$ cat config.mk
export PLATFORM = sky130hd
export DESIGN_NAME = ctrl_disco
export DESIGN_NICKNAME = d
export VERILOG_FILES = /design/src/rtl/ctrl_disco.sv
export SDC_FILE = /design/constraint.sdc
export NUM_CORES = 1
export LEC_CHECK = 0
export CAP_MARGIN = 20
export CORE_AREA = 5 5 103 105
export CTS_BUF_LIST = sky130_fd_sc_hd__clkbuf_8
export DETAILED_ROUTE_END_ITERATION = 16
export DIE_AREA = 0 0 108 110
export PLACE_DENSITY = 0.87
export SETUP_SLACK_MARGIN = 0.02
export SYNTH_ARGS = -nofsm -noshare
export SYNTH_HDL_FRONTEND = slang
export SYNTH_SLANG_ARGS = --single-unit
$ cat constraint.sdc
create_clock -name clk_i -period 6.07 [get_ports clk_i]
set_input_delay 1.214 -clock clk_i [delete_from_list [all_inputs] [get_ports clk_i]]
set_output_delay 1.214 -clock clk_i [all_outputs]
set_load 0.01 [all_outputs]
$ cat src/rtl/ctrl_disco.sv
// ctrl_disco -- disk transfer sequencer.
//
// Copies a block of words between disk storage and main data memory when
// the control unit issues ldisk/sdisk. The shared memory port is requested
// from the arbiter. While the grant is held, one word moves every two
// cycles: LER drives the source address, and ESCREVE writes the
// destination. The sequencer only pauses on a word boundary, so a word is
// never split or repeated.
//
// Ports:
//   clk_i, reset_i          clock; asynchronous active-low reset
//   iniciar_i               start request (sampled in OCIOSO only)
//   direcao_i               0 = ldisk (disk->mem), 1 = sdisk (mem->disk)
//   end_mem_i, end_disco_i  memory / disk base addresses
//   tamanho_i               word count (0..255)
//   ocupado_o, concluido_o  busy flag / one-cycle completion pulse
//   mem_req_o, mem_gnt_i    memory port request / arbiter grant
//   mem_addr_o, mem_we_o, mem_wdata_o, mem_rdata_i      memory port
//   disk_addr_o, disk_we_o, disk_wdata_o, disk_rdata_i  disk port
module ctrl_disco #(
    parameter int ADDR_W = 10,
    parameter int DISK_W = 16,
    parameter int DATA_W = 32
) (
    input  logic              clk_i,
    input  logic              reset_i,
    input  logic              iniciar_i,
    input  logic              direcao_i,
    input  logic [ADDR_W-1:0] end_mem_i,
    input  logic [DISK_W-1:0] end_disco_i,
    input  logic [7:0]        tamanho_i,
    output logic              ocupado_o,
    output logic              concluido_o,
    output logic              mem_req_o,
    input  logic              mem_gnt_i,
    output logic [ADDR_W-1:0] mem_addr_o,
    output logic              mem_we_o,
    output logic [DATA_W-1:0] mem_wdata_o,
    input  logic [DATA_W-1:0] mem_rdata_i,
    output logic [DISK_W-1:0] disk_addr_o,
    output logic              disk_we_o,
    output logic [DATA_W-1:0] disk_wdata_o,
    input  logic [DATA_W-1:0] disk_rdata_i
);

    typedef enum logic [2:0] {
        OCIOSO,
        ESPERA_GNT,
        LER,
        ESCREVE,
        FIM
    } state_t;

    state_t            state_q, state_d;
    logic              dir_q, dir_d;
    logic [ADDR_W-1:0] mbase_q, mbase_d;
    logic [DISK_W-1:0] dbase_q, dbase_d;
    logic [7:0]        offset_q, offset_d;
    logic [7:0]        rest_q, rest_d;
    // The last driven addresses are registered so that the ports hold their
    // value between accesses. The ports themselves are driven from the
    // next-state value, so a new address appears in the cycle that issues it.
    logic [ADDR_W-1:0] mem_addr_q, mem_addr_d;
    logic [DISK_W-1:0] disk_addr_q, disk_addr_d;

    logic [ADDR_W-1:0] mem_cur;
    logic [DISK_W-1:0] disk_cur;

    // Base + offset wraps silently at the port width.
    assign mem_cur  = mbase_q + ADDR_W'(offset_q);
    assign disk_cur = dbase_q + DISK_W'(offset_q);

    always_ff @(posedge clk_i or negedge reset_i) begin
        if (!reset_i) begin
            state_q     <= OCIOSO;
            dir_q       <= 1'b0;
            mbase_q     <= '0;
            dbase_q     <= '0;
            offset_q    <= '0;
            rest_q      <= '0;
            mem_addr_q  <= '0;
            disk_addr_q <= '0;
        end else begin
            state_q     <= state_d;
            dir_q       <= dir_d;
            mbase_q     <= mbase_d;
            dbase_q     <= dbase_d;
            offset_q    <= offset_d;
            rest_q      <= rest_d;
            mem_addr_q  <= mem_addr_d;
            disk_addr_q <= disk_addr_d;
        end
    end

    always_comb begin
        state_d      = state_q;
        dir_d        = dir_q;
        mbase_d      = mbase_q;
        dbase_d      = dbase_q;
        offset_d     = offset_q;
        rest_d       = rest_q;
        mem_addr_d   = mem_addr_q;
        disk_addr_d  = disk_addr_q;
        concluido_o  = 1'b0;
        mem_req_o    = 1'b0;
        mem_we_o     = 1'b0;
        disk_we_o    = 1'b0;
        mem_wdata_o  = '0;
        disk_wdata_o = '0;

        unique case (state_q)
            OCIOSO: begin
                if (iniciar_i) begin
                    dir_d    = direcao_i;
                    mbase_d  = end_mem_i;
                    dbase_d  = end_disco_i;
                    offset_d = '0;
                    if (tamanho_i == 8'd0) begin
                        state_d = FIM;
                    end else begin
                        rest_d  = tamanho_i;
                        state_d = ESPERA_GNT;
                    end
                end
            end
            ESPERA_GNT: begin
                mem_req_o = 1'b1;
                if (mem_gnt_i) state_d = LER;
            end
            LER: begin
                // Issue the source read; the data returns during ESCREVE.
                mem_req_o = 1'b1;
                if (dir_q) mem_addr_d  = mem_cur;
                else       disk_addr_d = disk_cur;
                state_d = ESCREVE;
            end
            ESCREVE: begin
                mem_req_o = 1'b1;
                if (dir_q) begin
                    disk_addr_d  = disk_cur;
                    disk_we_o    = 1'b1;
                    disk_wdata_o = mem_rdata_i;
                end else begin
                    mem_addr_d   = mem_cur;
                    mem_we_o     = 1'b1;
                    mem_wdata_o  = disk_rdata_i;
                end
                offset_d = offset_q + 8'd1;
                rest_d   = rest_q - 8'd1;
                if (rest_q == 8'd1)  state_d = FIM;
                else if (mem_gnt_i)  state_d = LER;
                else                 state_d = ESPERA_GNT;
            end
            FIM: begin
                concluido_o = 1'b1;
                state_d     = OCIOSO;
            end
            default: state_d = OCIOSO;
        endcase
    end

    assign ocupado_o   = (state_q != OCIOSO);
    assign mem_addr_o  = mem_addr_d;
    assign disk_addr_o = disk_addr_d;

endmodule
==> impl_results.md <==
* Pwr dens at 463 mW/mm^2
* Yosys reg bits at 72
* Slew @ Worst Pin at 0.904 ns
* Synth Net Count at 635
* HP Class: flop to flop
* Status: finished clean
* Max clock buf depth at 2
* Final #Nets at 822
* Commonest cells after routing, fill and taps aside: 196 x clkdlybuf4s50_1, 126 x nand2_1, 72 x dfrtp_1
* Number of buffers inserted by hold repair at cts at 0
* I/O pins at 198
* Root buffer cell: clkbuf_8
* Die W at 108 um
* Total GRT Usage at 0.264
* Worst Setup End Kind: primary output
* Hold Vio Cnt, Final at 0
* Clock sink count at 72
* Int Pwr at 1.75 mW
* Syn Area/Cell at 8.40 um^2
* Largest net degree at the start of global routing at 73
* Flop2flop setup slack at 3.59 ns
* # port buffers at 197
* GRT Residual Overflow at 0
* Worst setup path end: mem_addr_o[8]
* Detailed Place HPWL at 12600 um
* Final Skew at 0.00705 ns
* TritonCTS clock tree: done
* Gate count of the mapped netlist at 511
* Ys flop type: dfrtp_1
* Via count at 4457
* CP required at 4.86 ns
* Core Area at 0.00955 mm^2
* Sw Pwr at 1.29 mW
* Wire length per cell at 19.0 um
* Setup CP Type: flop to primary output
* Clock-pin slew on the worst setup and hold paths at 0.07 ns
* Die Y at 110 um
* Vias in the first global route at 4647
* Fraction of registers with async set/reset at 1.00
* Starting Density at 0.449
* Crit path max fanout at 7
* Crit start category: flop
* Reg2reg end: mem_addr_q[8]
* Die Area at 0.0119 mm^2
* Max-Cap Viols at 0
* Util after Layout at 0.687
* Setup TNS at 0 ns
* Ys Warns at 0
* Peak VDD IR at 0.000205 V
* Layout cells sized above 1 at 0.0428
* Clock power share at 0.119
* Tcrit/Tclk final at 0.746
* Vias per cell at 5.32
* Pins over their slew limit at 0
* Cell leakage power at 2.96 nW
* RSZ-0062 raised after global routing: no
* Max_slew headroom at 0.398
* # DRC at 0
* Initial antenna violation count at 4
* Row Count at 36
* Logic pwr share at 0.595
* Final Critical Period at 4.53 ns
* Synth unique cells at 45
* Post-synth EDFFs at 0
* Critical path origin: offset_q[0]
* Drt initial violations at 393
* Maximum clock rate at 221 MHz
* FILL cells at 754
* Register area share after synthesis at 0.420
* CP arrival at 3.31 ns
* RR Startpoint: offset_q[0]
* Setup violators final at 0
* First-pass GRT wire length at 24000 um
* Syn Std Cell Area at 0.00429 mm^2
* CTS H-tree depth at 3
* TritonRoute pass-1 iters at 6
* WL final at 15900 um
* Worst-Skew Late Latency at 0.35 ns
* GPL Wtd Cong at 0.938
* Switching share of power at 0.424
* Setup Fix Bufs, Post-CTS at 0
* Sequential share of power at 0.287
* Worst R2R Path Depth at 8
* TritonCTS Buffers at 9
* Most common cell after layout, fill and taps aside: clkdlybuf4s50_1
* Post-CTS Resized at 0
* Routed Antenna Nets at 0
* Synthesis-to-finish area growth at 52.8%
==> power groups by stage <==
| stage | clock, mW | sequential (mW) | combinational, mW |
|---|---|---|---|
| floorplan | 0 | 0.798 | 1.00 |
| global placement | 0 | 0.859 | 1.73 |
| detailed placement | 0 | 0.873 | 1.79 |
| CTS | 0.362 | 0.867 | 1.80 |
| global route | 0.386 | 0.899 | 1.97 |
| finish | 0.360 | 0.871 | 1.81 |
==> stage by stage <==
stage	cell area (um^2)	hold WS, ns	cells	power, mW	worst slack [ns]
2_1_floorplan	4290	0.450	511	1.80	2.63
3_3_place_gp	6350	0.464	819	2.59	2.05
3_5_place_dp	6350	0.477	819	2.66	1.94
4_1_cts	6520	0.496	833	3.03	1.57
5_1_grt	6560	0.517	838	3.26	1.29
6_report	6560	0.494	838	3.04	1.54
==> routing by layer <==
layer	vias up	track usage	share of wire
met1	2063	0.288	0.36
met5	-	0	0
li1	2115	-	-
met3	51	0.104	0.097
met2	228	0.447	0.50
met4	0	0.133	0.041
==> cell usage after synthesis, types with 7 or more instances <==
library cell | instances | area [um^2]
nand2_1 | 126 | 473
dfrtp_1 | 72 | 1800
o21ai_0 | 50 | 250
and3_1 | 37 | 231
and2_1 | 35 | 219
nor2_1 | 21 | 78.8
ha_1 | 19 | 238
a21oi_1 | 18 | 90.1
clkbuf_1 | 17 | 63.8
xor2_1 | 17 | 149
inv_1 | 10 | 37.5
nand3_1 | 9 | 45.0
buf_2 | 8 | 40.0
nor3_1 | 8 | 40.0
nand4_1 | 7 | 43.8
==> layout make-up <==
type                       count  area, um^2  share of cell area
antenna                        4        10.0             0.00153
tap                          133         166              0.0254
inverter                      10        37.5             0.00572
sequential                    72        1800               0.275
timing repair buffer         202        2020               0.309
multi-input combinational    403        2340               0.357
clock inverter                 5        51.3             0.00782
clock buffer                   9         124              0.0189
==> registers in the layout, summed over array words and instances (netlist names) <==
name         cells
mbase_q         10
dbase_q         16
mem_addr_q      10
dir_q            1
offset_q         8
state_q          3
disk_addr_q     16
rest_q           8
==> cell families after synthesis <==
kind of cell,after synthesis,share of synthesized area
AOI/OAI and AO/OA,96,0.133
xor gates and xnor gates,23,0.0469
adders and majority gates,21,0.0647
buffers and inverters,36,0.0341
DFF,72,0.420
muxes,4,0.0105
and+or+nand+nor,259,0.291
==> critical path, stage by stage, from the launching register on <==
cell and delay, ns:
dfrtp_1 0.45, ha_1 0.26, fa_1 0.42, a21oi_1 0.20, o21ai_0 0.20, o41a_1 0.34, a21oi_1 0.18, xor2_1 0.08
o21ai_0 0.23, clkdlybuf4s50_1 0.61
==> worst min path at each step <==
stage                  startpoint       endpoint  slack (ns)  cells past startpoint
floorplan               rest_q[6]      rest_q[6]        0.45                      2
global placement       dbase_q[7]     dbase_q[7]        0.46                      2
detailed placement     mbase_q[7]     mbase_q[7]        0.48                      2
CTS                     rest_q[6]      rest_q[6]        0.50                      2
global route        mem_addr_q[0]  mem_addr_q[0]        0.52                      1
finish                 mbase_q[3]     mbase_q[3]        0.49                      2
No activity file was read; power rests on OpenSTA's default activity.
